--- src/rtl/ppl_pkg.sv ---
// rtl/ppl_pkg.sv - shared widths and frame helpers for the ray pipeline pixel path
package ppl_pkg;

   localparam int PIX_AW = 20;
   localparam int TEX_AW = 13;
   localparam int TEX_W  = 16;

   function automatic int frame_last(input int h, input int v);
      return h * v - 1;
   endfunction

endpackage

--- src/rtl/ppl_sfifo.sv ---
// rtl/ppl_sfifo.sv - synchronous first-word-fall-through FIFO with occupancy count
module ppl_sfifo
   import ppl_pkg::*;
#(
   parameter int WIDTH = 36,
   parameter int DEPTH = 16
) (
   input  logic                       clk,
   input  logic                       rst,
   input  logic                       push,
   input  logic                       pop,
   input  logic [WIDTH-1:0]           wr_data,
   output logic [WIDTH-1:0]           rd_data,
   output logic                       full,
   output logic                       empty,
   output logic [$clog2(DEPTH):0]     level
);

   localparam int AW = $clog2(DEPTH);
   localparam logic [AW:0] LVL_FULL = (AW+1)'(DEPTH);

   logic [WIDTH-1:0] mem [DEPTH];
   logic [AW-1:0]    wr_ptr;
   logic [AW-1:0]    rd_ptr;
   logic             do_push;
   logic             do_pop;

   assign empty   = (level == '0);
   assign full    = (level == LVL_FULL);
   assign do_pop  = pop && !empty;
   // A pop in the same cycle frees the slot a full FIFO needs for the push.
   assign do_push = push && (!full || do_pop);
   assign rd_data = mem[rd_ptr];

   always_ff @(posedge clk) begin
      if (do_push) begin
         mem[wr_ptr] <= wr_data;
      end
   end

   always_ff @(posedge clk or negedge rst) begin
      if (!rst) begin
         wr_ptr <= '0;
         rd_ptr <= '0;
         level  <= '0;
      end else begin
         if (do_push) begin
            wr_ptr <= wr_ptr + AW'(1);
         end
         if (do_pop) begin
            rd_ptr <= rd_ptr + AW'(1);
         end
         case ({do_push, do_pop})
            2'b10:   level <= level + (AW+1)'(1);
            2'b01:   level <= level - (AW+1)'(1);
            default: level <= level;
         endcase
      end
   end

endmodule

--- src/rtl/ppl_pixel_writer.sv ---
// rtl/ppl_pixel_writer.sv - texel fetch, pixel buffering and framebuffer write handshake
module ppl_pixel_writer
   import ppl_pkg::*;
#(
   parameter int H_DISP     = 1280,
   parameter int V_DISP     = 720,
   parameter int FIFO_DEPTH = 16,
   parameter int TEX_W      = ppl_pkg::TEX_W
) (
   input  logic                          clk,
   input  logic                          rst,
   input  logic                          in_valid,
   input  logic [PIX_AW-1:0]             in_pixel_addr,
   input  logic [TEX_AW-1:0]             in_texture_addr,
   output logic [TEX_AW-1:0]             tex_addr,
   input  logic [TEX_W-1:0]              tex_data,
   output logic                          fb_wr_req,
   output logic [PIX_AW-1:0]             fb_wr_addr,
   output logic [TEX_W-1:0]              fb_wr_data,
   input  logic                          fb_wr_ack,
   output logic                          frame_done,
   output logic                          overflow,
   input  logic                          clr_overflow,
   output logic [$clog2(FIFO_DEPTH):0]   fifo_level
);

   localparam int ENTRY_W = PIX_AW + TEX_W;
   localparam logic [PIX_AW:0]   FRAME_PIXELS = (PIX_AW+1)'(H_DISP * V_DISP);
   localparam logic [PIX_AW-1:0] LAST_ADDR    = PIX_AW'(frame_last(H_DISP, V_DISP));

   logic                s1_valid;
   logic [PIX_AW-1:0]   s1_addr;
   logic                push;
   logic                pop;
   logic                drop;
   logic                full;
   logic                empty;
   logic [ENTRY_W-1:0]  head;
   logic [PIX_AW-1:0]   head_addr;

   // ROM address goes straight out; the data lands one cycle later alongside s1_addr.
   assign tex_addr = in_texture_addr;

   always_ff @(posedge clk or negedge rst) begin
      if (!rst) begin
         s1_valid <= 1'b0;
         s1_addr  <= '0;
      end else begin
         s1_valid <= in_valid && ({1'b0, in_pixel_addr} < FRAME_PIXELS);
         s1_addr  <= in_pixel_addr;
      end
   end

   assign pop  = !empty && fb_wr_ack;
   assign push = s1_valid && (!full || pop);
   assign drop = s1_valid && !push;

   ppl_sfifo #(
      .WIDTH (ENTRY_W),
      .DEPTH (FIFO_DEPTH)
   ) u_fifo (
      .clk     (clk),
      .rst     (rst),
      .push    (push),
      .pop     (pop),
      .wr_data ({s1_addr, tex_data}),
      .rd_data (head),
      .full    (full),
      .empty   (empty),
      .level   (fifo_level)
   );

   // Head is gated so stale storage never shows on the bus when nothing is queued.
   assign head_addr  = head[ENTRY_W-1:TEX_W];
   assign fb_wr_req  = !empty;
   assign fb_wr_addr = empty ? '0 : head_addr;
   assign fb_wr_data = empty ? '0 : head[TEX_W-1:0];

   always_ff @(posedge clk or negedge rst) begin
      if (!rst) begin
         overflow   <= 1'b0;
         frame_done <= 1'b0;
      end else begin
         frame_done <= pop && (head_addr == LAST_ADDR);
         if (drop) begin
            overflow <= 1'b1;
         end else if (clr_overflow) begin
            overflow <= 1'b0;
         end
      end
   end

endmodule

--- config.mk ---
export PLATFORM = sky130hd
export DESIGN_NAME = ppl_pixel_writer
export DESIGN_NICKNAME = d
export VERILOG_FILES = /design/src/rtl/ppl_pkg.sv /design/src/rtl/ppl_sfifo.sv /design/src/rtl/ppl_pixel_writer.sv
export SDC_FILE = /design/constraint.sdc
export NUM_CORES = 1
export LEC_CHECK = 0
export ABC_AREA = 1
export BUFFER_PORTS_ARGS = -buffer_cell sky130_fd_sc_hd__buf_2
export CAP_MARGIN = 40
export CELL_PAD_IN_SITES_DETAIL_PLACEMENT = 0
export CELL_PAD_IN_SITES_GLOBAL_PLACEMENT = 1
export CORE_MARGIN = 2
export CORE_UTILIZATION = 54
export CTS_CLUSTER_DIAMETER = 40
export CTS_CLUSTER_SIZE = 10
export DETAILED_ROUTE_END_ITERATION = 12
export PLACE_DENSITY_LB_ADDON = 0.08
export SETUP_SLACK_MARGIN = 0.02
export SYNTH_ARGS = -nofsm -noshare
export SYNTH_HDL_FRONTEND = slang
export SYNTH_SLANG_ARGS = --single-unit
--- constraint.sdc ---
create_clock -name clk -period 5.8 [get_ports clk]
set_input_delay 1.16 -clock clk [delete_from_list [all_inputs] [get_ports clk]]
set_output_delay 1.16 -clock clk [all_outputs]
set_load 0.1 [all_outputs]
==> results by group <==
Status
  • Status: finished, final reports clean

Power and ir drop
  • Final Total Pwr: 17.7 mW
  • Pwr per Cell Area: 614 nW/um^2
  • Leakage: 10.6 nW
  • Maximum VDD drop: 0.779 mV

Yosys
  • Post-Syn Area: 24,800 sq um
  • Syn Inst Count: 2,018
  • Post-synthesis xor/xnor area fraction: 0.388%
  • Syn_area_per_cell: 12.3 sq um
  • Compound-Gate Fraction of Synth Area: 7.81%
  • Yosys top cell area share: 69.7%
  • Yosys reg bits: 612
  • Simple-Gate Fraction of Synth Area: 13.0%
  • Mux share of post-synthesis cell area: 0%
  • Post-synth top area cell: edfxtp_1
  • Synth top area cells: edfxtp_1, nand2_1, nor2_1
  • Synth Area in Adders: 0.454%
  • Sequential fraction of the synthesis area: 73.3%
  • Syn. warnings: 0
  • Main combinational cell family by area after synthesis: simple AND/OR/NAND/NOR gates
  • Distinct cells, synth: 29
  • Post-Syn Nets: 2,081

Setup path
  • RR Endpoint: u_fifo.mem[13][18]$_DFFE_PP_
  • R2R depth: 7
  • Crit path launch: u_fifo.rd_ptr[0]$_DFFE_PN0P_
  • CP Depth: 9
  • CP startpoint kind: register
  • Crit path max-delay cell type: dfrtp_4
  • Critical Path Sink: fb_wr_data[3]
  • RR Startpoint: u_fifo.level[2]$_DFFE_PN0P_
  • Largest fanout on the critical path: 97
  • WS Path Type: register to output port
  • R2R Setup Slk: 2.50 ns
  • WP buf/inv: 3
  • Crit. End Element: output port
  • Biggest cell delay along the critical path: 0.78 ns
  • Req. time, crit path: 4.64 ns
  • WP data arrival: 3.72 ns
  • Worst-path cell chain: inv_8 -> buf_4 -> o21ai_0 -> o22ai_1 -> nor2_1 -> nor2_1 -> o21ai_0 -> a21oi_1 -> buf_2
  • CP top delay family: buffers and inverters

Global route
  • GRT Residual Overflow: 0
  • Global-route wire length before repair: 93,900 um
  • Total track usage: 26.8%
  • Largest net degree at the start of global routing: 98
  • Initial antenna violation count: 0
  • Vias in the first global route: 15,400

Drt
  • Residual DRC count: 0
  • Pre-Repair DR Iteration Count: 5
  • DRT iter0 DRCs: 1,512
  • DRT antenna net count: 0
  • Vias per cell: 5.71
  • Vias: 15,900
  • WL/cell: 22.6 um
  • Total routed wirelength: 62,700 um

Floorplanning
  • Die height: 218 um
  • Die area: 47,700 sq um
  • Initial Utilization: 54.7%
  • Die X-Extent: 218 um
  • Core region area: 45,400 sq um
  • Io pins: 111
  • Rows: 78

Timing
  • Relative slew slack: 42.2%
  • Final period utilization: 84.2%
  • Worst Clk Skew: 0.0218 ns
  • Final hold violation count: 0
  • Worst-Margin Slew: 0.865 ns
  • Final setup fails: 0
  • Fin crit period: 4.88 ns
  • Hold Slack: 0.488 ns
  • RSZ-0062 raised after global routing: false
  • Setup_tns: 0 ns
  • Count of pins over their slew limit: 0
  • Fmax achieved: 0.205 GHz

CTS
  • Hold buffer count at cts: 0
  • Clock sinks: 612
  • H-tree Lvls: 3
  • CTS root buffer: clkbuf_16
  • PostCTS Resize Cnt: 0
  • Setup bufs post-CTS: 0
  • Worst-path clk slew: 0.05 ns
  • CTS tree: built
  • Clk buf depth: 3
  • Clock Latency Late Sink: 0.63 ns
  • CTS Buf Count: 89

Final layout
  • Final std cells w/o fill: 2,778
  • Nets: 2,167
  • Area growth syn-to-layout: 16.1%
  • Final core occ: 63.5%
  • Most frequent cells in the layout: edfxtp_1, nand2_1, nor2_1
  • Share of cells above drive strength 1: 13.6%
  • Most common cell after layout, fill and taps aside: edfxtp_1

Placement
  • Routability cong.: 0.774
  • PortBufs: 84
  • Post-placement cell count: 2,613
  • Post-DP HPWL: 32,500 um

Job
  • Max cap viols: 0

Hold path
  • Min-Delay Path Class: register to register
-- per-layer routing --
metal | share of wire [%] | track usage (%) | routed length, um
met1 | 43 | 37.5 | 27200
met2 | 48 | 43.1 | 30000
met3 | 6.5 | 4.18 | 4070
met4 | 2.2 | 8.89 | 1400
met5 | 0 | 0 | 0
-- worst min path at each step --
| stage | start | endpoint | depth (start not counted) |
|---|---|---|---|
| floorplan | s1_valid$_DFF_PN0_ | overflow$_DFFE_PN0P_ | 2 |
| global placement | s1_valid$_DFF_PN0_ | overflow$_DFFE_PN0P_ | 2 |
| detailed placement | s1_valid$_DFF_PN0_ | overflow$_DFFE_PN0P_ | 2 |
| CTS | s1_valid$_DFF_PN0_ | overflow$_DFFE_PN0P_ | 2 |
| global route | s1_valid$_DFF_PN0_ | overflow$_DFFE_PN0P_ | 2 |
| finish | s1_valid$_DFF_PN0_ | overflow$_DFFE_PN0P_ | 2 |
-- registers in the layout, indices dropped and copies added, names as in the netlist --
name,count
u_fifo.mem,576
u_fifo.rd_ptr,4
s1_valid,1
frame_done,1
s1_addr,20
u_fifo.level,5
overflow,1
u_fifo.wr_ptr,4
-- cells by family (layout without fill, tap and decap cells) --
family / Yosys count / in the layout
DFF: 612 / 612
and+or+nand+nor: 799 / 799
other: 0 / 1
AOI/OAI and AO/OA: 333 / 333
adders and majority gates: 9 / 9
xor gates and xnor gates: 11 / 11
buffers and inverters: 254 / 413
-- final cells by class --
type                    count  area [sq um]
multi-input cells        1152          5500
well taps                 600           751
clock buffers             117          2440
inverters                 120           460
clock inverters            47           621
fillers                  3467         16500
repair buffers            129           848
flip-flops and latches    612         18200
diodes                      1          2.50
-- report_power, final --
| part | internal, mW | switching [mW] | leakage (nW) |
|---|---|---|---|
| sequential | 5.25 | 0.336 | 5.62 |
| clock | 3.51 | 1.94 | 1.48 |
| combinational | 1.38 | 5.29 | 3.50 |
-- Yosys cell counts, drive strengths merged --
| library cell | instances |
|---|---|
| o221ai | 46 |
| nor3 | 2 |
| nand3 | 170 |
| o31ai | 1 |
| o22ai | 18 |
| nand2 | 368 |
| a21oi | 45 |
| a41oi | 1 |
| ha | 9 |
| dfrtp | 36 |
| or2 | 1 |
| clkbuf | 37 |
| xor2 | 9 |
| o211ai | 28 |
| xnor2 | 2 |
| edfxtp | 576 |
| o21ai | 194 |
| buf | 97 |
| nand4 | 2 |
| nor2 | 256 |
| inv | 120 |
-- worst register-to-register path, delay by kind of cell, from the launching register on --
kind | cells | cell delay (ns)
AND/OR/NAND/NOR | 6 | 1.95
flip-flops | 1 | 0.42
buffers and inverters | 1 | 0.56
-- through the flow --
step,setup slack [ns],cell area (sq um)
after detailed placement,1.58,25800
after floorplan,1.64,24800
after global placement,1.59,25700
final,0.919,28800
after global routing,0.738,28800
after CTS,0.905,28800
(Power assumes the default switching activity.)
